### config.mk
export PLATFORM = sky130hd
export DESIGN_NAME = aes_axil_regs_flat
export DESIGN_NICKNAME = d
export VERILOG_FILES = /design/src/rtl/aes_axil_pkg.sv /design/src/rtl/aes_axil_regs_if.sv /design/src/rtl/aes_axil_wr_ctrl.sv /design/src/rtl/aes_axil_regs.sv /design/src/flat_wrapper.sv
export SDC_FILE = /design/constraint.sdc
export NUM_CORES = 1
export LEC_CHECK = 0
export BUFFER_PORTS_ARGS = -buffer_cell sky130_fd_sc_hd__buf_2
export CELL_PAD_IN_SITES_DETAIL_PLACEMENT = 0
export CELL_PAD_IN_SITES_GLOBAL_PLACEMENT = 1
export CORE_UTILIZATION = 40
export DETAILED_ROUTE_END_ITERATION = 16
export PLACE_DENSITY_LB_ADDON = 0.1
export SLEW_MARGIN = 25
export SYNTH_ARGS = -nofsm -noshare
export SYNTH_HDL_FRONTEND = slang
export SYNTH_HIERARCHICAL = 1
export SYNTH_SLANG_ARGS = --single-unit
### constraint.sdc
create_clock -name clk -period 11.8 [get_ports clk]
set_input_delay 1.18 -clock clk [delete_from_list [all_inputs] [get_ports clk]]
set_output_delay 1.18 -clock clk [all_outputs]
set_load 0.03 [all_outputs]
### src/rtl/aes_axil_pkg.sv
// Shared register map, bit positions and response codes for the AES AXI4-Lite register file.
package aes_axil_pkg;

  localparam logic [5:0] OFF_CTRL   = 6'h00;
  localparam logic [5:0] OFF_STATUS = 6'h04;
  localparam logic [5:0] OFF_KEY0   = 6'h10;
  localparam logic [5:0] OFF_KEY3   = 6'h1C;
  localparam logic [5:0] OFF_DIN0   = 6'h20;
  localparam logic [5:0] OFF_DIN3   = 6'h2C;
  localparam logic [5:0] OFF_DOUT0  = 6'h30;
  localparam logic [5:0] OFF_DOUT3  = 6'h3C;

  localparam int unsigned CTRL_START  = 0;
  localparam int unsigned CTRL_IRQ_EN = 1;
  localparam int unsigned STATUS_BUSY = 0;
  localparam int unsigned STATUS_DONE = 1;

  localparam logic [1:0] RESP_OKAY   = 2'b00;
  localparam logic [1:0] RESP_SLVERR = 2'b10;

  typedef enum logic [2:0] {
    SEL_CTRL,
    SEL_STATUS,
    SEL_KEY,
    SEL_DIN,
    SEL_DOUT,
    SEL_NONE
  } reg_sel_e;

  // Byte-lane bits are ignored: any access inside a word hits that word.
  function automatic reg_sel_e decode_off(input logic [5:0] off);
    logic [5:0] w;
    w = off & 6'h3C;
    if (w == OFF_CTRL)                        return SEL_CTRL;
    else if (w == OFF_STATUS)                 return SEL_STATUS;
    else if (w >= OFF_KEY0 && w <= OFF_KEY3)  return SEL_KEY;
    else if (w >= OFF_DIN0 && w <= OFF_DIN3)  return SEL_DIN;
    else if (w >= OFF_DOUT0 && w <= OFF_DOUT3) return SEL_DOUT;
    else                                      return SEL_NONE;
  endfunction

  function automatic logic [31:0] merge_bytes(input logic [31:0] old_val,
                                              input logic [31:0] new_val,
                                              input logic [3:0]  strb);
    logic [31:0] r;
    r = old_val;
    for (int unsigned i = 0; i < 4; i++) begin
      if (strb[i]) r[8*i +: 8] = new_val[8*i +: 8];
    end
    return r;
  endfunction

endpackage

### src/rtl/aes_axil_regs_if.sv
// AXI4-Lite bus bundle between the HPS lightweight bridge and the AES register file.
interface aes_axil_regs_if #(parameter int ADDR_W = 6);
  logic [ADDR_W-1:0] s_awaddr;
  logic              s_awvalid;
  logic              s_awready;
  logic [31:0]       s_wdata;
  logic [3:0]        s_wstrb;
  logic              s_wvalid;
  logic              s_wready;
  logic [1:0]        s_bresp;
  logic              s_bvalid;
  logic              s_bready;
  logic [ADDR_W-1:0] s_araddr;
  logic              s_arvalid;
  logic              s_arready;
  logic [31:0]       s_rdata;
  logic [1:0]        s_rresp;
  logic              s_rvalid;
  logic              s_rready;

  modport master (
    output s_awaddr, s_awvalid, input s_awready,
    output s_wdata, s_wstrb, s_wvalid, input s_wready,
    input  s_bresp, s_bvalid, output s_bready,
    output s_araddr, s_arvalid, input s_arready,
    input  s_rdata, s_rresp, s_rvalid, output s_rready
  );

  modport slave (
    input  s_awaddr, s_awvalid, output s_awready,
    input  s_wdata, s_wstrb, s_wvalid, output s_wready,
    output s_bresp, s_bvalid, input s_bready,
    input  s_araddr, s_arvalid, output s_arready,
    output s_rdata, s_rresp, s_rvalid, input s_rready
  );
endinterface

### src/rtl/aes_axil_wr_ctrl.sv
// AXI4-Lite write front end: independent AW/W holding, single-cycle commit and B channel.
module aes_axil_wr_ctrl
  import aes_axil_pkg::*;
#(
  parameter int ADDR_W = 6
) (
  input  logic              clk,
  input  logic              reset,
  input  logic [ADDR_W-1:0] awaddr,
  input  logic              awvalid,
  output logic              awready,
  input  logic [31:0]       wdata,
  input  logic [3:0]        wstrb,
  input  logic              wvalid,
  output logic              wready,
  output logic [1:0]        bresp,
  output logic              bvalid,
  input  logic              bready,
  output logic              commit,
  output logic [ADDR_W-1:0] commit_addr,
  output logic [31:0]       commit_data,
  output logic [3:0]        commit_strb,
  input  logic              commit_err
);

  logic              aw_held, w_held;
  logic [ADDR_W-1:0] addr_q;
  logic [31:0]       data_q;
  logic [3:0]        strb_q;
  logic              aw_hs, w_hs;

  assign awready = !aw_held && !bvalid;
  assign wready  = !w_held && !bvalid;
  assign aw_hs   = awvalid && awready;
  assign w_hs    = wvalid && wready;

  // Commit uses a handshake in flight directly, so a joint AW+W beat answers next cycle.
  assign commit      = (aw_held || aw_hs) && (w_held || w_hs);
  assign commit_addr = aw_held ? addr_q : awaddr;
  assign commit_data = w_held ? data_q : wdata;
  assign commit_strb = w_held ? strb_q : wstrb;

  always_ff @(posedge clk or posedge reset) begin
    if (reset) begin
      aw_held <= 1'b0;
      w_held  <= 1'b0;
      addr_q  <= '0;
      data_q  <= '0;
      strb_q  <= '0;
      bvalid  <= 1'b0;
      bresp   <= RESP_OKAY;
    end else begin
      if (bvalid && bready) bvalid <= 1'b0;
      if (commit) begin
        aw_held <= 1'b0;
        w_held  <= 1'b0;
        bvalid  <= 1'b1;
        bresp   <= commit_err ? RESP_SLVERR : RESP_OKAY;
      end else begin
        if (aw_hs) begin
          aw_held <= 1'b1;
          addr_q  <= awaddr;
        end
        if (w_hs) begin
          w_held <= 1'b1;
          data_q <= wdata;
          strb_q <= wstrb;
        end
      end
    end
  end

endmodule

### src/rtl/aes_axil_regs.sv
// AES accelerator register file on AXI4-Lite; optional level interrupt via AES_AXIL_IRQ_EN.
module aes_axil_regs
  import aes_axil_pkg::*;
#(
  parameter int ADDR_W = 6,
  parameter int DATA_W = 32
) (
  input  logic                 clk,
  input  logic                 reset,
  aes_axil_regs_if.slave       s,
  output logic [127:0]         core_key,
  output logic [127:0]         core_din,
  output logic                 core_start,
  input  logic [127:0]         core_dout,
  input  logic                 core_done
`ifdef AES_AXIL_IRQ_EN
  ,
  output logic                 irq
`endif
);

  logic [DATA_W-1:0] key_q  [4];
  logic [DATA_W-1:0] din_q  [4];
  logic [DATA_W-1:0] dout_q [4];
  logic              busy, done;
`ifdef AES_AXIL_IRQ_EN
  logic              irq_en;
`endif

  logic              commit;
  logic [ADDR_W-1:0] wr_addr;
  logic [31:0]       wr_data;
  logic [3:0]        wr_strb;
  logic              wr_err, wr_ok, start_go, done_clr;
  reg_sel_e          wr_sel, rd_sel;
  logic [31:0]       rd_data;
  logic              rd_err;

  function automatic reg_sel_e sel_of(input logic [ADDR_W-1:0] a);
    if ((a >> 6) != '0) return SEL_NONE;
    return decode_off(a[5:0]);
  endfunction

  aes_axil_wr_ctrl #(.ADDR_W(ADDR_W)) u_wr (
    .clk         (clk),
    .reset       (reset),
    .awaddr      (s.s_awaddr),
    .awvalid     (s.s_awvalid),
    .awready     (s.s_awready),
    .wdata       (s.s_wdata),
    .wstrb       (s.s_wstrb),
    .wvalid      (s.s_wvalid),
    .wready      (s.s_wready),
    .bresp       (s.s_bresp),
    .bvalid      (s.s_bvalid),
    .bready      (s.s_bready),
    .commit      (commit),
    .commit_addr (wr_addr),
    .commit_data (wr_data),
    .commit_strb (wr_strb),
    .commit_err  (wr_err)
  );

  always_comb begin
    wr_sel = sel_of(wr_addr);
    wr_err = 1'b0;
    case (wr_sel)
      SEL_NONE, SEL_DOUT: wr_err = 1'b1;
      SEL_KEY, SEL_DIN:   wr_err = busy;
      default:            wr_err = 1'b0;
    endcase
    wr_ok    = commit && !wr_err;
    start_go = wr_ok && wr_sel == SEL_CTRL && wr_strb[0] && wr_data[CTRL_START] && !busy;
    done_clr = wr_ok && wr_sel == SEL_STATUS && wr_strb[0] && wr_data[STATUS_DONE];
  end

  always_ff @(posedge clk or posedge reset) begin
    if (reset) begin
      for (int unsigned i = 0; i < 4; i++) begin
        key_q[i]  <= '0;
        din_q[i]  <= '0;
        dout_q[i] <= '0;
      end
      busy       <= 1'b0;
      done       <= 1'b0;
      core_start <= 1'b0;
`ifdef AES_AXIL_IRQ_EN
      irq_en     <= 1'b0;
      irq        <= 1'b0;
`endif
    end else begin
      core_start <= start_go;
      if (start_go) busy <= 1'b1;
      // A completion landing with a DONE clear keeps DONE set.
      if (core_done && busy) begin
        for (int unsigned i = 0; i < 4; i++) dout_q[i] <= core_dout[32*i +: 32];
        busy <= 1'b0;
        done <= 1'b1;
      end else if (done_clr) begin
        done <= 1'b0;
      end
      if (wr_ok && wr_sel == SEL_KEY)
        key_q[wr_addr[3:2]] <= merge_bytes(key_q[wr_addr[3:2]], wr_data, wr_strb);
      if (wr_ok && wr_sel == SEL_DIN)
        din_q[wr_addr[3:2]] <= merge_bytes(din_q[wr_addr[3:2]], wr_data, wr_strb);
`ifdef AES_AXIL_IRQ_EN
      if (wr_ok && wr_sel == SEL_CTRL && wr_strb[0]) irq_en <= wr_data[CTRL_IRQ_EN];
      irq <= done && irq_en;
`endif
    end
  end

  assign core_key = {key_q[3], key_q[2], key_q[1], key_q[0]};
  assign core_din = {din_q[3], din_q[2], din_q[1], din_q[0]};

  always_comb begin
    rd_sel  = sel_of(s.s_araddr);
    rd_data = '0;
    rd_err  = 1'b0;
    case (rd_sel)
`ifdef AES_AXIL_IRQ_EN
      SEL_CTRL:   rd_data[CTRL_IRQ_EN] = irq_en;
`endif
      SEL_STATUS: begin
        rd_data[STATUS_BUSY] = busy;
        rd_data[STATUS_DONE] = done;
      end
      SEL_KEY:    rd_data = key_q[s.s_araddr[3:2]];
      SEL_DIN:    rd_data = din_q[s.s_araddr[3:2]];
      SEL_DOUT:   rd_data = dout_q[s.s_araddr[3:2]];
      SEL_NONE:   rd_err = 1'b1;
      default:    rd_data = '0;
    endcase
  end

  assign s.s_arready = !s.s_rvalid;

  always_ff @(posedge clk or posedge reset) begin
    if (reset) begin
      s.s_rvalid <= 1'b0;
      s.s_rdata  <= '0;
      s.s_rresp  <= RESP_OKAY;
    end else if (s.s_arvalid && !s.s_rvalid) begin
      s.s_rvalid <= 1'b1;
      s.s_rdata  <= rd_data;
      s.s_rresp  <= rd_err ? RESP_SLVERR : RESP_OKAY;
    end else if (s.s_rvalid && s.s_rready) begin
      s.s_rvalid <= 1'b0;
    end
  end

endmodule

### src/flat_wrapper.sv
// flat-port wrapper written by rule: the top's interface ports become plain ports
module aes_axil_regs_flat import aes_axil_pkg::*;
#(
  parameter int ADDR_W = 6,
  parameter int DATA_W = 32
)
  (clk, reset, core_key, core_din, core_start, core_dout, core_done, s_s_awaddr, s_s_awvalid, s_s_awready, s_s_wdata, s_s_wstrb, s_s_wvalid, s_s_wready, s_s_bresp, s_s_bvalid, s_s_bready, s_s_araddr, s_s_arvalid, s_s_arready, s_s_rdata, s_s_rresp, s_s_rvalid, s_s_rready);
  aes_axil_regs_if #(.ADDR_W(ADDR_W)) s_i ();
  input  logic clk;
  input  logic reset;
  output logic [127:0] core_key;
  output logic [127:0] core_din;
  output logic core_start;
  input  logic [127:0] core_dout;
  input  logic core_done;
  input wire logic [$bits(s_i.s_awaddr)-1:0] s_s_awaddr;
  input wire logic [$bits(s_i.s_awvalid)-1:0] s_s_awvalid;
  output wire logic [$bits(s_i.s_awready)-1:0] s_s_awready;
  input wire logic [$bits(s_i.s_wdata)-1:0] s_s_wdata;
  input wire logic [$bits(s_i.s_wstrb)-1:0] s_s_wstrb;
  input wire logic [$bits(s_i.s_wvalid)-1:0] s_s_wvalid;
  output wire logic [$bits(s_i.s_wready)-1:0] s_s_wready;
  output wire logic [$bits(s_i.s_bresp)-1:0] s_s_bresp;
  output wire logic [$bits(s_i.s_bvalid)-1:0] s_s_bvalid;
  input wire logic [$bits(s_i.s_bready)-1:0] s_s_bready;
  input wire logic [$bits(s_i.s_araddr)-1:0] s_s_araddr;
  input wire logic [$bits(s_i.s_arvalid)-1:0] s_s_arvalid;
  output wire logic [$bits(s_i.s_arready)-1:0] s_s_arready;
  output wire logic [$bits(s_i.s_rdata)-1:0] s_s_rdata;
  output wire logic [$bits(s_i.s_rresp)-1:0] s_s_rresp;
  output wire logic [$bits(s_i.s_rvalid)-1:0] s_s_rvalid;
  input wire logic [$bits(s_i.s_rready)-1:0] s_s_rready;
  assign s_i.s_awaddr = s_s_awaddr;
  assign s_i.s_awvalid = s_s_awvalid;
  assign s_s_awready = s_i.s_awready;
  assign s_i.s_wdata = s_s_wdata;
  assign s_i.s_wstrb = s_s_wstrb;
  assign s_i.s_wvalid = s_s_wvalid;
  assign s_s_wready = s_i.s_wready;
  assign s_s_bresp = s_i.s_bresp;
  assign s_s_bvalid = s_i.s_bvalid;
  assign s_i.s_bready = s_s_bready;
  assign s_i.s_araddr = s_s_araddr;
  assign s_i.s_arvalid = s_s_arvalid;
  assign s_s_arready = s_i.s_arready;
  assign s_s_rdata = s_i.s_rdata;
  assign s_s_rresp = s_i.s_rresp;
  assign s_s_rvalid = s_i.s_rvalid;
  assign s_i.s_rready = s_s_rready;
  aes_axil_regs #(.ADDR_W(ADDR_W), .DATA_W(DATA_W)) u_core (.clk(clk), .reset(reset), .s(s_i), .core_key(core_key), .core_din(core_din), .core_start(core_start), .core_dout(core_dout), .core_done(core_done));
endmodule
; ---- After elaboration in Yosys (flattened, before gate mapping)
; Index checks and enable logic that the tools add are counted.
[op_classes]
magnitude_cmp = 15
eq_ne = 12
mux = 66
bitwise_logic = 3
reduce_logical = 47
[op_table]
columns = op, n
row1 = 32-bit two-way mux, 12
row2 = 32-bit binary-select mux with 2-bit select, 5
row3 = 128-bit bitwise mux, 2
row4 = 8-bit two-way mux, 16
row5 = 30-bit case mux with 3 select lines, 1
row6 = 32-bit demux with 2-bit select, 1
row7 = 1-bit logical AND, 26
row8 = 6-bit >= comparator (second input constant), 4
row9 = 6-bit <= comparator (second input constant), 4
row10 = 3-bit two-way mux, 8
row11 = 1-bit two-way mux, 15
row12 = 3-bit by 2-bit equality test with 1-bit output (second input constant), 4
row13 = 3-bit equality test (second input constant), 4
row14 = 6-bit by 5-bit >= comparator with 1-bit output (second input constant), 2
row15 = 6-bit by 5-bit <= comparator with 1-bit output (second input constant), 2
row16 = 6-bit logical NOT, 2
row17 = 2-bit nonzero test, 6
row18 = 4-bit by 1-bit equality test with 1-bit output (second input constant), 2
row19 = 2-bit case mux with 4 select lines, 1
row20 = 3-bit by 1-bit equality test with 1-bit output (second input constant), 2
row21 = 3-bit >= comparator (second input constant), 2
row22 = 1-bit logical NOT, 6
row23 = 6-bit two-way mux, 1
row24 = 2-bit NOT with 3-bit output, 2
row25 = 9 further kinds, 13
[totals]
regBits = 469
input_bits = 184
output_inout_bits = 298

; ---- Depth between registers and ports, before layout
; Gate-level depths: netlist of the first run.
[depth]
word_depth = 19
depth_mapped = 10

; ---- Modules after synthesis
; The synthesis of the first run kept the hierarchy.
[modules_own_cells]
columns = module, n_inst, cells_per_inst, area_each_um2, seq_area_each_um2
row1 = aes_axil_regs, 1, 1674, 21279.2, 10535.1
row2 = aes_axil_wr_ctrl, 1, 158, 2437.3, 1151.1

; ---- Least setup slack after synthesis of the first run
; OpenSTA, ideal clock, no wires.
[synth_timing]
path_kind = input port to flip-flop
startpoint = in s_s_awaddr[5]
endpoint = reg u_core.din_q (netlist bit u_core/core_din[78])
t_arrival_ps = 3240
required_time_ps = 11675
setup_slack_ps = 8435
cell_stages = 8
path_buffers = 2
cell_sequence = mux2_2 inv_1 ha_1 o41ai_4 or3_1 clkbuf_1 buf_2 mux2_2
[synth_between]
elab_chain_cells = 14
[synth_lines]
columns = element, line_no
row1 = from (decl), flat_wrapper.sv:16  ; input wire logic [$bits(s_i.s_awaddr)-1:0] s_s_awaddr;
row2 = 6-bit two-way mux (*), aes_axil_wr_ctrl.sv:39  ; assign commit_addr = aw_held ? addr_q : awaddr;
row3 = 6-bit >= comparator or 6-bit <= comparator (tied branches), aes_axil_pkg.sv:38  ; else if (w >= OFF_DOUT0 && w <= OFF_DOUT3) return SEL_DOUT;
row4 = 1-bit logical AND, aes_axil_pkg.sv:38
row5 = 1-bit two-way mux, aes_axil_pkg.sv:38
row6 = 3-bit two-way mux, aes_axil_pkg.sv:37  ; else if (w >= OFF_DIN0 && w <= OFF_DIN3) return SEL_DIN;
row7 = 3-bit two-way mux, aes_axil_pkg.sv:36  ; else if (w >= OFF_KEY0 && w <= OFF_KEY3) return SEL_KEY;
row8 = 3-bit two-way mux, aes_axil_pkg.sv:35  ; else if (w == OFF_STATUS) return SEL_STATUS;
row9 = 3-bit two-way mux (*), aes_axil_pkg.sv:34  ; if (w == OFF_CTRL) return SEL_CTRL;
row10 = "3-bit by 2-bit equality test with 1-bit output, or another cell as far along", "aes_axil_regs.sv:67, aes_axil_regs.sv:104"
row11 = 2-bit OR reduction, aes_axil_regs.sv:67  ; case (wr_sel)
row12 = 1-bit case mux with 2 select lines, aes_axil_regs.sv:67
row13 = 1-bit logical NOT, aes_axil_regs.sv:72  ; wr_ok = commit && !wr_err;
row14 = 1-bit logical AND, aes_axil_regs.sv:72
row15 = 1-bit logical AND (*), aes_axil_regs.sv:104  ; if (wr_ok && wr_sel == SEL_DIN)
row16 = "to (signal, indexed assignment)", aes_axil_regs.sv:105  ; din_q[wr_addr[3:2]] <= merge_bytes(din_q[wr_addr[3:2]], wr_data, wr_strb);
row17 = to (decl), aes_axil_regs.sv:23  ; logic [DATA_W-1:0] din_q [4];
; Mark *: on every way between the ends. The rest lies on a longest branch, timed or not.
; A chain may end at the register's enable or synchronous reset.

; ---- Worst setup path in the final report of the first run
[layout_timing]
startpoint = reg u_core.u_wr.aw_held
endpoint = reg u_core.key_q (netlist bit u_core/core_key[93])
[layout_between]
elab_chain_cells = 14
[layout_lines]
columns = element, line_no
row1 = from (decl), aes_axil_wr_ctrl.sv:26  ; logic aw_held, w_held;
row2 = from (signal assigned), aes_axil_wr_ctrl.sv:45  ; aw_held <= 1'b0;
row3 = from (signal assigned), aes_axil_wr_ctrl.sv:55  ; aw_held <= 1'b0;
row4 = from (signal assigned), aes_axil_wr_ctrl.sv:61  ; aw_held <= 1'b1;
row5 = 6-bit two-way mux (*), aes_axil_wr_ctrl.sv:39
row6 = net u_core.wr_addr[5], aes_axil_regs.sv:31  ; logic [ADDR_W-1:0] wr_addr;
row7 = 6-bit >= comparator or 6-bit <= comparator (tied branches), aes_axil_pkg.sv:38
row8 = 1-bit logical AND, aes_axil_pkg.sv:38
row9 = 1-bit two-way mux, aes_axil_pkg.sv:38
row10 = 3-bit two-way mux, aes_axil_pkg.sv:37
row11 = 3-bit two-way mux, aes_axil_pkg.sv:36
row12 = 3-bit two-way mux, aes_axil_pkg.sv:35
row13 = 3-bit two-way mux (*), aes_axil_pkg.sv:34
row14 = "3-bit by 2-bit equality test with 1-bit output, or another cell as far along", aes_axil_regs.sv:67
row15 = 2-bit OR reduction, aes_axil_regs.sv:67
row16 = 1-bit case mux with 2 select lines, aes_axil_regs.sv:67
row17 = 1-bit logical NOT, aes_axil_regs.sv:72
row18 = 1-bit logical AND, aes_axil_regs.sv:72
row19 = 1-bit logical AND (*), aes_axil_regs.sv:102  ; if (wr_ok && wr_sel == SEL_KEY)
row20 = "to (signal, indexed assignment)", aes_axil_regs.sv:103  ; key_q[wr_addr[3:2]] <= merge_bytes(key_q[wr_addr[3:2]], wr_data, wr_strb);
row21 = to (decl), aes_axil_regs.sv:22  ; logic [DATA_W-1:0] key_q [4];
; Mark *: on every way through the listed nets, which the timed path passes. The rest lies on a longest branch. The select of a mux whose other input is x is not followed.

==> impl_metrics.xml, run 1 <==
<?xml version="1.0" encoding="UTF-8"?>
<metrics>
  <group name="clock_network">
    <metric name="clock_tree.htree_level_count" unit="">2</metric>
    <metric name="post-cts-setup-buffers" unit="">0</metric>
    <metric name="cts_resized" unit="">0</metric>
    <metric name="cts_inserted_buffers" unit="">55</metric>
    <metric name="clockRootBuffer" unit="">sky130_fd_sc_hd__clkbuf_16</metric>
    <metric name="ctsHoldBuffers" unit="">0</metric>
    <metric name="cts.sinks" unit="">465</metric>
    <metric name="clk_pin_slew_worst_paths" unit="ps">60</metric>
    <metric name="tritoncts" unit="">yes</metric>
    <metric name="clock_latency" unit="ps">600</metric>
    <metric name="cts_max_path_buffers" unit="">3</metric>
  </group>
  <group name="synth">
    <metric name="postSynthAreaPerCell" unit="sq um">12.9</metric>
    <metric name="syn-instance-count" unit="">1826</metric>
    <metric name="synth_area" unit="sq mm">0.0236</metric>
    <metric name="synth.net_count" unit="">2022</metric>
    <metric name="count_of_warnings_emitted_by_yosys" unit="">6</metric>
  </group>
  <group name="layout">
    <metric name="finish.cell_count_without_fillers" unit="">3067</metric>
    <metric name="final-seq-area" unit="sq mm">0.0116</metric>
    <metric name="areaGrowthSynthToFinish" unit="%">20.5</metric>
    <metric name="n_fill_cell" unit="">5310</metric>
    <metric name="layout.nets" unit="">2444</metric>
    <metric name="drive_gt1_frac" unit="">0.483</metric>
    <metric name="multi_input_area" unit="sq mm">0.0113</metric>
  </group>
  <group name="sta">
    <metric name="skew" unit="ps">10.8</metric>
    <metric name="max_clock_freq" unit="MHz">254</metric>
    <metric name="final_period_minus_worst_setup_slack" unit="ps">3930</metric>
    <metric name="slew_violations" unit="">0</metric>
    <metric name="tightestPinTransition" unit="ps">1130</metric>
    <metric name="slew_headroom" unit="">0.241</metric>
    <metric name="hold_ws" unit="ps">480</metric>
    <metric name="setup_total_negative_slack" unit="ps">0</metric>
    <metric name="post-route-period-util" unit="">0.333</metric>
    <metric name="setup_violations" unit="">0</metric>
    <metric name="grt_setup_unrepaired" unit="">no</metric>
    <metric name="timing_hold_violations_final" unit="">0</metric>
  </group>
  <group name="run_status">
    <metric name="run_status" unit="">complete, no violations</metric>
  </group>
  <group name="placed_design">
    <metric name="numPlacedInstances" unit="">2955</metric>
    <metric name="place_congestion" unit="">0.845</metric>
    <metric name="dpl.hpwl" unit="mm">55.6</metric>
    <metric name="portBuffers" unit="">475</metric>
  </group>
  <group name="global_route">
    <metric name="grt_pass1_vias" unit="">17536</metric>
    <metric name="track_usage" unit="">0.271</metric>
    <metric name="grt_remaining_overflow" unit="">0</metric>
    <metric name="grt_max_degree" unit="">173</metric>
    <metric name="number_of_antenna_violations_at_the_first_check_in_global_routing" unit="">23</metric>
    <metric name="grt_first_pass_wirelength" unit="mm">120</metric>
  </group>
  <group name="setup_path">
    <metric name="critical_path_required" unit="ps">12280</metric>
    <metric name="setup.worst_path.class" unit="">flip-flop to flip-flop</metric>
    <metric name="ff2ff_path_depth" unit="">7</metric>
    <metric name="nature_of_the_critical_path_endpoint" unit="">flip-flop</metric>
    <metric name="cp-start-kind" unit="">flip-flop</metric>
    <metric name="path_max_fanout" unit="">19</metric>
    <metric name="critical_path_arrival" unit="ps">4410</metric>
  </group>
  <group name="floorplanning">
    <metric name="row_count" unit="">88</metric>
    <metric name="num_io_pins" unit="">482</metric>
    <metric name="die_y" unit="um">245</metric>
    <metric name="core-area" unit="sq mm">0.0580</metric>
    <metric name="floorplan.initialDensity" unit="">0.407</metric>
    <metric name="die_width" unit="um">245</metric>
    <metric name="die_area" unit="sq mm">0.0600</metric>
  </group>
  <group name="route">
    <metric name="ant_nets" unit="">0</metric>
    <metric name="final_routed_wire_length_divided_by_cell_count" unit="um">26.7</metric>
    <metric name="via_count" unit="">17144</metric>
    <metric name="drt-initial-drc-count" unit="">1089</metric>
    <metric name="drt_first_pass_iters" unit="">5</metric>
    <metric name="drt-vias-per-instance" unit="">5.59</metric>
    <metric name="post-route-drc-count" unit="">0</metric>
    <metric name="postRouteWirelength" unit="mm">81.9</metric>
  </group>
  <group name="worst_hold_path">
    <metric name="hold_path_depth" unit="">2</metric>
    <metric name="timing.hold.worst.class" unit="">flip-flop to flip-flop</metric>
  </group>
  <group name="power_and_ir_drop">
    <metric name="p_leak" unit="nW">14.6</metric>
    <metric name="vdd_drop_max" unit="mV">0.146</metric>
    <metric name="powerDensity" unit="mW/mm^2">250</metric>
  </group>
  <group name="flow_run">
    <metric name="maxCapViolations" unit="">0</metric>
  </group>
</metrics>
routing by layer:
layer	up-vias	wire, um	GRT usage
li1	7607	-	-
met1	8865	36400	0.377
met4	16	1810	0.0735
met5	-	108	0
met3	122	6530	0.0753
met2	534	37100	0.412
where the power goes:
group	total (mW)	switching, mW	internal, mW
sequential	2.56	0.449	2.11
clock	1.71	0.676	1.03
combinational	2.85	1.77	1.08
total	7.11	2.89	4.22
path summary, 6_finish.rpt:
| check | start | endpoint | slack, ps |
|---|---|---|---|
| max in group asynchronous | reset | u_core/core_key[123] | 9070 |
| hold / removal | u_core/s.s_rdata[15] | u_core/s.s_rdata[15] | 480 |
| min in group asynchronous | reset | u_core/u_wr/data_q[16] | 640 |
| hold reg to reg | u_core/s.s_rdata[15] | u_core/s.s_rdata[15] | 480 |
| setup / recovery | u_core/u_wr/aw_held | u_core/core_key[93] | 7870 |
| setup reg to reg | u_core/u_wr/aw_held | u_core/core_key[93] | 7870 |
stage by stage:
stage | utilization | power [mW] | setup slack (ps) | cell area (sq um)
2_1_floorplan | - | 4.44 | 4940 | 23600
3_3_place_gp | 0.458 | 5.36 | 7340 | 26500
3_5_place_dp | 0.458 | 5.42 | 7320 | 26600
4_1_cts | 0.490 | 7.16 | 7870 | 28400
5_1_grt | 0.490 | 7.47 | 7620 | 28500
6_report | 0.491 | 7.11 | 7870 | 28500
placed cells by master (no fill, tap or decap), types with 3 or more instances in the layout:
cell and n:
sky130_fd_sc_hd__o311ai_1 16, sky130_fd_sc_hd__dfrtp_1 464, sky130_fd_sc_hd__mux2_1 41, sky130_fd_sc_hd__nand2_1 134, sky130_fd_sc_hd__diode_2 10, sky130_fd_sc_hd__mux2i_1 256
sky130_fd_sc_hd__buf_4 23, sky130_fd_sc_hd__buf_12 3, sky130_fd_sc_hd__clkbuf_8 17, sky130_fd_sc_hd__buf_2 474, sky130_fd_sc_hd__clkbuf_16 57, sky130_fd_sc_hd__nor2_1 5
sky130_fd_sc_hd__nand3_1 3, sky130_fd_sc_hd__nor4_1 3, sky130_fd_sc_hd__o311ai_0 48, sky130_fd_sc_hd__o22ai_1 95, sky130_fd_sc_hd__mux2_4 44, sky130_fd_sc_hd__ha_1 12
sky130_fd_sc_hd__nor2b_1 5, sky130_fd_sc_hd__o21ai_0 37, sky130_fd_sc_hd__nor3_1 33, sky130_fd_sc_hd__clkinv_2 9, sky130_fd_sc_hd__nand2_2 5, sky130_fd_sc_hd__clkbuf_1 16
sky130_fd_sc_hd__inv_1 9, sky130_fd_sc_hd__mux2_2 443
worst max-delay path, stage by stage, from the launching register on:
cell,delay (ps)
sky130_fd_sc_hd__dfrtp_1,600
sky130_fd_sc_hd__mux2_2,460
sky130_fd_sc_hd__inv_1,130
sky130_fd_sc_hd__ha_1,290
sky130_fd_sc_hd__o41ai_4,770
sky130_fd_sc_hd__or4b_2,650
sky130_fd_sc_hd__buf_4,500
sky130_fd_sc_hd__mux2_2,390
area by class of cell:
type,instances,share of cell area
multi-input combinational,1211,0.397
timing repair buffer,504,0.0938
clock buffer,90,0.0604
antenna,10,0.000879
tap,765,0.0336
inverter,11,0.00158
clock inverter,11,0.00369
sequential,465,0.409
state kept, by name (all words and copies together), names as in the netlist:
register / cells
u_core/busy: 1
u_core/core_din: 128
u_core/core_key: 128
u_core/core_start: 1
u_core/done: 1
u_core/dout_q: 128
u_core/s.s_rdata: 32
u_core/s.s_rresp: 1
u_core/s.s_rvalid: 1
u_core/u_wr/addr_q: 4
u_core/u_wr/aw_held: 1
u_core/u_wr/bresp: 1
u_core/u_wr/bvalid: 1
u_core/u_wr/data_q: 32
u_core/u_wr/strb_q: 4
u_core/u_wr/w_held: 1
Power figures use the tool's default switching activity.
==> inputs of run 2 (changes only) <==
==> constraint.sdc (replaced) <==
create_clock -name clk -period 3.6 [get_ports clk]
set_input_delay 0.36 -clock clk [delete_from_list [all_inputs] [get_ports clk]]
set_output_delay 0.36 -clock clk [all_outputs]
set_load 0.03 [all_outputs]
==> impl_metrics.xml, run 2 (synthesis gave the netlist of run 1 again) <==
<?xml version="1.0" encoding="UTF-8"?>
<metrics>
  <group name="clock_network">
    <metric name="cts_resized" unit="">0</metric>
    <metric name="clockRootBuffer" unit="">sky130_fd_sc_hd__clkbuf_16</metric>
    <metric name="cts.sinks" unit="">465</metric>
    <metric name="cts_inserted_buffers" unit="">55</metric>
    <metric name="ctsHoldBuffers" unit="">162</metric>
    <metric name="clk_pin_slew_worst_paths" unit="ps">60</metric>
    <metric name="cts_max_path_buffers" unit="">3</metric>
    <metric name="clock_latency" unit="ps">620</metric>
    <metric name="post-cts-setup-buffers" unit="">0</metric>
    <metric name="clock_tree.htree_level_count" unit="">2</metric>
    <metric name="tritoncts" unit="">yes</metric>
  </group>
  <group name="worst_hold_path">
    <metric name="hold_path_depth" unit="">2</metric>
    <metric name="timing.hold.worst.class" unit="">input pin to flip-flop</metric>
  </group>
  <group name="floorplanning">
    <metric name="floorplan.initialDensity" unit="">0.407</metric>
    <metric name="die_y" unit="um">245</metric>
    <metric name="row_count" unit="">88</metric>
    <metric name="num_io_pins" unit="">482</metric>
    <metric name="die_area" unit="sq mm">0.0600</metric>
    <metric name="die_width" unit="um">245</metric>
    <metric name="core-area" unit="sq mm">0.0580</metric>
  </group>
  <group name="sta">
    <metric name="slew_violations" unit="">0</metric>
    <metric name="post-route-period-util" unit="">0.876</metric>
    <metric name="skew" unit="ps">19.9</metric>
    <metric name="tightestPinTransition" unit="ps">962</metric>
    <metric name="max_clock_freq" unit="MHz">317</metric>
    <metric name="hold_ws" unit="ps">30.5</metric>
    <metric name="slew_headroom" unit="">0.356</metric>
    <metric name="setup_violations" unit="">0</metric>
    <metric name="timing_hold_violations_final" unit="">0</metric>
    <metric name="grt_setup_unrepaired" unit="">no</metric>
    <metric name="final_period_minus_worst_setup_slack" unit="ps">3150</metric>
  </group>
  <group name="flow_run">
    <metric name="maxCapViolations" unit="">0</metric>
  </group>
  <group name="layout">
    <metric name="layout_common_cells" unit="">sky130_fd_sc_hd__buf_2 (474), sky130_fd_sc_hd__dfrtp_1 (464), sky130_fd_sc_hd__mux2_2 (443), sky130_fd_sc_hd__mux2i_1 (256), sky130_fd_sc_hd__dlygate4sd3_1 (162)</metric>
    <metric name="layout.nets" unit="">2626</metric>
    <metric name="mostFrequentLayoutCell" unit="">sky130_fd_sc_hd__buf_2</metric>
    <metric name="areaGrowthSynthToFinish" unit="%">28.8</metric>
    <metric name="finish.cell_count_without_fillers" unit="">3243</metric>
    <metric name="postLayoutCellArea" unit="sq mm">0.0304</metric>
    <metric name="drive_gt1_frac" unit="">0.459</metric>
  </group>
  <group name="placed_design">
    <metric name="numPlacedInstances" unit="">2976</metric>
    <metric name="place_congestion" unit="">0.861</metric>
    <metric name="postPlaceCellArea" unit="sq mm">0.0269</metric>
    <metric name="portBuffers" unit="">475</metric>
    <metric name="dpl.hpwl" unit="mm">57.6</metric>
  </group>
  <group name="setup_path">
    <metric name="path_max_fanout" unit="">18</metric>
    <metric name="ff2ff_path_depth" unit="">7</metric>
    <metric name="path_cells" unit="">mux2_2 &gt; inv_1 &gt; ha_1 &gt; o41ai_4 &gt; or3_2 &gt; buf_4 &gt; mux2_2</metric>
    <metric name="nature_of_the_critical_path_endpoint" unit="">flip-flop</metric>
    <metric name="worst_path_most_repeated_cell" unit="">sky130_fd_sc_hd__mux2_2</metric>
    <metric name="critical_path_arrival" unit="ps">3640</metric>
    <metric name="setup.worst_path.class" unit="">flip-flop to flip-flop</metric>
    <metric name="crit_path_max_incr_delay" unit="ps">770</metric>
    <metric name="cp-start-kind" unit="">flip-flop</metric>
    <metric name="cpMaxStageDelayCell" unit="">sky130_fd_sc_hd__o41ai_4</metric>
    <metric name="critical_path_required" unit="ps">4090</metric>
  </group>
  <group name="power_and_ir_drop">
    <metric name="powerDensity" unit="mW/mm^2">780</metric>
    <metric name="p_leak" unit="nW">15.5</metric>
    <metric name="vdd_drop_max" unit="mV">0.545</metric>
    <metric name="report.power.total" unit="mW">23.7</metric>
  </group>
  <group name="route">
    <metric name="ant_nets" unit="">0</metric>
    <metric name="drt-vias-per-instance" unit="">5.51</metric>
    <metric name="drt_first_pass_iters" unit="">4</metric>
    <metric name="final_routed_wire_length_divided_by_cell_count" unit="um">25.6</metric>
    <metric name="drt-initial-drc-count" unit="">1041</metric>
    <metric name="via_count" unit="">17866</metric>
    <metric name="postRouteWirelength" unit="mm">83.0</metric>
    <metric name="post-route-drc-count" unit="">0</metric>
  </group>
  <group name="global_route">
    <metric name="track_usage" unit="">0.274</metric>
    <metric name="number_of_antenna_violations_at_the_first_check_in_global_routing" unit="">7</metric>
    <metric name="grt_first_pass_wirelength" unit="mm">122</metric>
    <metric name="grt_max_degree" unit="">111</metric>
    <metric name="grt_pass1_vias" unit="">18362</metric>
    <metric name="grt_remaining_overflow" unit="">0</metric>
  </group>
  <group name="run_status">
    <metric name="run_status" unit="">complete, no violations</metric>
  </group>
</metrics>
## run 2: layout make-up
| class | instances | area (sq um) |
|---|---|---|
| fillers | 5173 | 27600 |
| flip-flops and latches | 465 | 11600 |
| multi-input cells | 1211 | 11300 |
| repair buffers | 686 | 4580 |
| clock buffers | 86 | 1720 |
| well taps | 765 | 957 |
| clock inverters | 16 | 178 |
| inverters | 11 | 47.5 |
| diodes | 3 | 7.51 |
## run 2: critical path: cells and delay by family, from the launching register on
kind	cells	cell delay, ps
and+or+nand+nor	1	260
DFF	1	440
AOI/OAI and AO/OA	1	770
adders and majority gates	1	280
muxes	2	790
buffers and inverters	2	480
## run 2: worst paths after layout
kind                                          end  slack, ps            startpoint
min in group asynchronous  u_core/u_wr/data_q[16]        430                 reset
setup reg to reg              u_core/core_din[85]        450   u_core/u_wr/aw_held
hold / removal                  u_core/dout_q[16]         30        core_dout[112]
hold reg to reg              u_core/s.s_rdata[20]        480  u_core/s.s_rdata[20]
max in group asynchronous    u_core/core_din[125]       2010                 reset
setup / recovery              u_core/core_din[85]        450   u_core/u_wr/aw_held
## run 2: through the flow
| stage | setup TNS (ps) | setup slack, ps | util |
|---|---|---|---|
| 3_5_place_dp | 0 | 462 | 0.464 |
| 3_3_place_gp | 0 | 492 | 0.463 |
| 5_1_grt | 0 | 301 | 0.524 |
| 6_report | 0 | 446 | 0.524 |
| 4_1_cts | 0 | 449 | 0.524 |
| 2_1_floorplan | -1027030 | -2440 | - |
## run 2: metal layers
| metal | up-vias | routed length [um] | track usage |
|---|---|---|---|
| li1 | 7972 | - | - |
| met1 | 9229 | 38000 | 0.386 |
| met2 | 542 | 37600 | 0.423 |
| met3 | 115 | 5260 | 0.0588 |
| met4 | 8 | 2140 | 0.0814 |
| met5 | - | 46 | 0 |
## run 2: power by group
part | switching, mW | internal, mW | leakage (nW)
logic | 5.79 | 3.71 | 8.22
clock network | 2.31 | 3.49 | 0.949
registers | 1.53 | 6.91 | 6.30
total | 9.63 | 14.1 | 15.5
==> inputs of run 3 (changes only) <==
--- a/config.mk
+++ b/config.mk
@@ -6,8 +6,9 @@
 export NUM_CORES = 1
 export LEC_CHECK = 0
 export BUFFER_PORTS_ARGS = -buffer_cell sky130_fd_sc_hd__buf_2
-export CELL_PAD_IN_SITES_DETAIL_PLACEMENT = 0
+export CELL_PAD_IN_SITES_DETAIL_PLACEMENT = 1
 export CELL_PAD_IN_SITES_GLOBAL_PLACEMENT = 1
+export CORE_ASPECT_RATIO = 0.5
 export CORE_UTILIZATION = 40
 export DETAILED_ROUTE_END_ITERATION = 16
 export PLACE_DENSITY_LB_ADDON = 0.1
==> impl_metrics.xml, run 3 (synthesis gave the netlist of run 1 again) <==
<?xml version="1.0" encoding="UTF-8"?>
<metrics>
  <group name="run_status">
    <metric name="run_status" unit="">complete, no violations</metric>
  </group>
  <group name="global_route">
    <metric name="track_usage" unit="">0.284</metric>
    <metric name="grt_remaining_overflow" unit="">0</metric>
    <metric name="global_route.peak_usage_layer" unit="">met2</metric>
    <metric name="groute.layer.met3.usage" unit="">0.0533</metric>
    <metric name="grt_first_pass_wirelength" unit="mm">127</metric>
    <metric name="grt_pass1_vias" unit="">18747</metric>
    <metric name="met2_track_demand_over_resource" unit="">0.462</metric>
    <metric name="grt_max_degree" unit="">109</metric>
    <metric name="globalRouteMet1Util" unit="">0.392</metric>
    <metric name="number_of_antenna_violations_at_the_first_check_in_global_routing" unit="">6</metric>
  </group>
  <group name="sta">
    <metric name="timing_hold_violations_final" unit="">0</metric>
    <metric name="final_period_minus_worst_setup_slack" unit="ps">3190</metric>
    <metric name="setup_violations" unit="">0</metric>
    <metric name="post-route-period-util" unit="">0.887</metric>
    <metric name="slew_violations" unit="">0</metric>
    <metric name="skew" unit="ps">18.7</metric>
    <metric name="tightestPinTransition" unit="ps">988</metric>
    <metric name="grt_setup_unrepaired" unit="">no</metric>
    <metric name="slew_headroom" unit="">0.339</metric>
    <metric name="post-route-worst-setup-slack" unit="ps">409</metric>
    <metric name="max_clock_freq" unit="MHz">313</metric>
  </group>
  <group name="clock_network">
    <metric name="cts_inserted_buffers" unit="">47</metric>
    <metric name="cts.sinks" unit="">465</metric>
    <metric name="clk_pin_slew_worst_paths" unit="ps">60</metric>
    <metric name="clockRootBuffer" unit="">sky130_fd_sc_hd__clkbuf_16</metric>
    <metric name="tritoncts" unit="">yes</metric>
    <metric name="clock_latency" unit="ps">580</metric>
    <metric name="post-cts-setup-buffers" unit="">0</metric>
    <metric name="cts_resized" unit="">0</metric>
    <metric name="ctsHoldBuffers" unit="">118</metric>
    <metric name="clock_tree.htree_level_count" unit="">2</metric>
    <metric name="cts_max_path_buffers" unit="">3</metric>
  </group>
  <group name="floorplanning">
    <metric name="floorplan.initialDensity" unit="">0.408</metric>
    <metric name="row_count" unit="">62</metric>
    <metric name="core-area" unit="sq mm">0.0579</metric>
    <metric name="die_y" unit="um">174</metric>
    <metric name="die_area" unit="sq mm">0.0601</metric>
    <metric name="num_io_pins" unit="">482</metric>
    <metric name="die_width" unit="um">346</metric>
  </group>
  <group name="setup_path">
    <metric name="crit_path_max_incr_delay" unit="ps">860</metric>
    <metric name="path_max_fanout" unit="">32</metric>
    <metric name="timing.critical_path.buf_inv" unit="">2</metric>
    <metric name="nature_of_the_critical_path_endpoint" unit="">flip-flop</metric>
    <metric name="worst_path_dominant_cell_family" unit="">compound AO/OA/AOI/OAI gates</metric>
    <metric name="critical_path_arrival" unit="ps">3650</metric>
    <metric name="setup.worst_path.class" unit="">flip-flop to flip-flop</metric>
    <metric name="critical_path_required" unit="ps">4060</metric>
    <metric name="cp-start-kind" unit="">flip-flop</metric>
    <metric name="cpMaxStageDelayCell" unit="">sky130_fd_sc_hd__o41ai_4</metric>
    <metric name="path_cells" unit="">mux2_2 &gt; inv_1 &gt; ha_1 &gt; o41ai_4 &gt; or4b_2 &gt; buf_12 &gt; mux2_1</metric>
  </group>
  <group name="layout">
    <metric name="areaGrowthSynthToFinish" unit="%">26.2</metric>
    <metric name="n_fill_cell" unit="">6096</metric>
    <metric name="drive_gt1_frac" unit="">0.466</metric>
    <metric name="mostFrequentLayoutCell" unit="">sky130_fd_sc_hd__buf_2</metric>
    <metric name="finish.cell_count_without_fillers" unit="">3190</metric>
    <metric name="layout_common_cells" unit="">sky130_fd_sc_hd__buf_2 (474), sky130_fd_sc_hd__dfrtp_1 (464), sky130_fd_sc_hd__mux2_2 (443), sky130_fd_sc_hd__mux2i_1 (256), sky130_fd_sc_hd__nand2_1 (135)</metric>
    <metric name="layout.nets" unit="">2577</metric>
    <metric name="postLayoutCellArea" unit="sq mm">0.0298</metric>
  </group>
  <group name="route">
    <metric name="via_count" unit="">17699</metric>
    <metric name="drt-vias-per-instance" unit="">5.55</metric>
    <metric name="post-route-drc-count" unit="">0</metric>
    <metric name="ant_nets" unit="">0</metric>
    <metric name="drt-initial-drc-count" unit="">1151</metric>
    <metric name="drt_first_pass_iters" unit="">5</metric>
    <metric name="postRouteWirelength" unit="mm">86.1</metric>
    <metric name="final_routed_wire_length_divided_by_cell_count" unit="um">27.0</metric>
  </group>
  <group name="power_and_ir_drop">
    <metric name="power_frac_seq" unit="">0.357</metric>
    <metric name="powerDensity" unit="mW/mm^2">793</metric>
    <metric name="p_switching" unit="mW">9.69</metric>
    <metric name="p_leak" unit="nW">15.2</metric>
    <metric name="p_int" unit="mW">13.9</metric>
    <metric name="combPwrFrac" unit="">0.405</metric>
    <metric name="share_clk_of_total_power" unit="">0.238</metric>
    <metric name="switching_share" unit="">0.410</metric>
    <metric name="vdd_drop_max" unit="mV">0.480</metric>
  </group>
  <group name="worst_hold_path">
    <metric name="timing.hold.worst.class" unit="">input pin to flip-flop</metric>
  </group>
  <group name="placed_design">
    <metric name="portBuffers" unit="">475</metric>
    <metric name="numPlacedInstances" unit="">2982</metric>
    <metric name="dpl.hpwl" unit="mm">58.7</metric>
    <metric name="postPlaceCellArea" unit="sq mm">0.0269</metric>
    <metric name="pre_cts_ws" unit="ps">464</metric>
    <metric name="place_congestion" unit="">0.833</metric>
  </group>
  <group name="flow_run">
    <metric name="maxCapViolations" unit="">0</metric>
  </group>
</metrics>
==> run 3: changes by cell type in the layout (fill, tap and decap cells not counted), sizes merged <==
cell / previous run / this run
inv: 11 / 12
dlygate4sd3: 162 / 118
clkbuf: 86 / 66
buf: 524 / 527
bufinv: 3 / 9
diode: 3 / 4
clkinvlp: 1 / 2
clkinv: 12 / 8
==> run 3: path summary, 6_finish.rpt <==
kind	depth (start not counted)	start	endpoint	slack, ps
setup / recovery	7	u_core/u_wr/aw_held	u_core/core_key[66]	410
hold / removal	2	core_dout[80]	u_core/dout_q[48]	20
setup reg to reg	7	u_core/u_wr/aw_held	u_core/core_key[66]	410
hold reg to reg	2	u_core/s.s_rdata[28]	u_core/s.s_rdata[28]	470
max in group asynchronous	4	reset	u_core/core_key[23]	2010
min in group asynchronous	3	reset	u_core/u_wr/data_q[12]	490
==> run 3: area by class of cell <==
type                            count  area (sq um)  share of cell area
Clock buffer                       66          1410              0.0472
Tap cell                          768           961              0.0322
Antenna cell                        4          10.0            0.000336
Clock inverter                     20           339              0.0114
Inverter                           11          45.0             0.00151
Timing Repair Buffer              645          4120               0.138
Multi-Input combinational cell   1211         11300               0.379
Sequential cell                   465         11600               0.390
==> run 3: metrics by stage <==
step / power, mW / TNS (ps) / hold slack, ps / utilization
after floorplan: 14.5 / -1027030 / 456 / -
after global placement: 17.7 / 0 / 462 / 0.464
after detailed placement: 17.9 / 0 / 464 / 0.464
after CTS: 23.7 / 0 / 0.492 / 0.515
after global routing: 24.7 / 0 / 9.96 / 0.515
final: 23.6 / 0 / 23.6 / 0.515
==> run 3: power by group through the flow <==
stage	clock network [mW]	logic [mW]	registers (mW)
finish	5.63	9.58	8.43
global placement	0	9.25	8.44
floorplan	0	4.41	10.1
CTS	5.74	9.54	8.43
global route	5.93	10.1	8.66
detailed placement	0	9.40	8.50
==> run 3: routing by layer <==
metal / up-vias / routed length, um
met3: 126 / 4280
met1: 9316 / 39200
met2: 377 / 40600
met5: - / 23
li1: 7876 / -
met4: 4 / 2010
==> run 3: worst reg2reg max path, delay by kind of cell, from the launching register on <==
family / cells / cell delay, ps
AO/OA/AOI/OAI: 1 / 860
adder cells (fa/ha/maj): 1 / 300
buffers and inverters: 2 / 420
flip-flops: 1 / 390
multiplexers: 2 / 810
AND/OR/NAND/NOR: 1 / 300
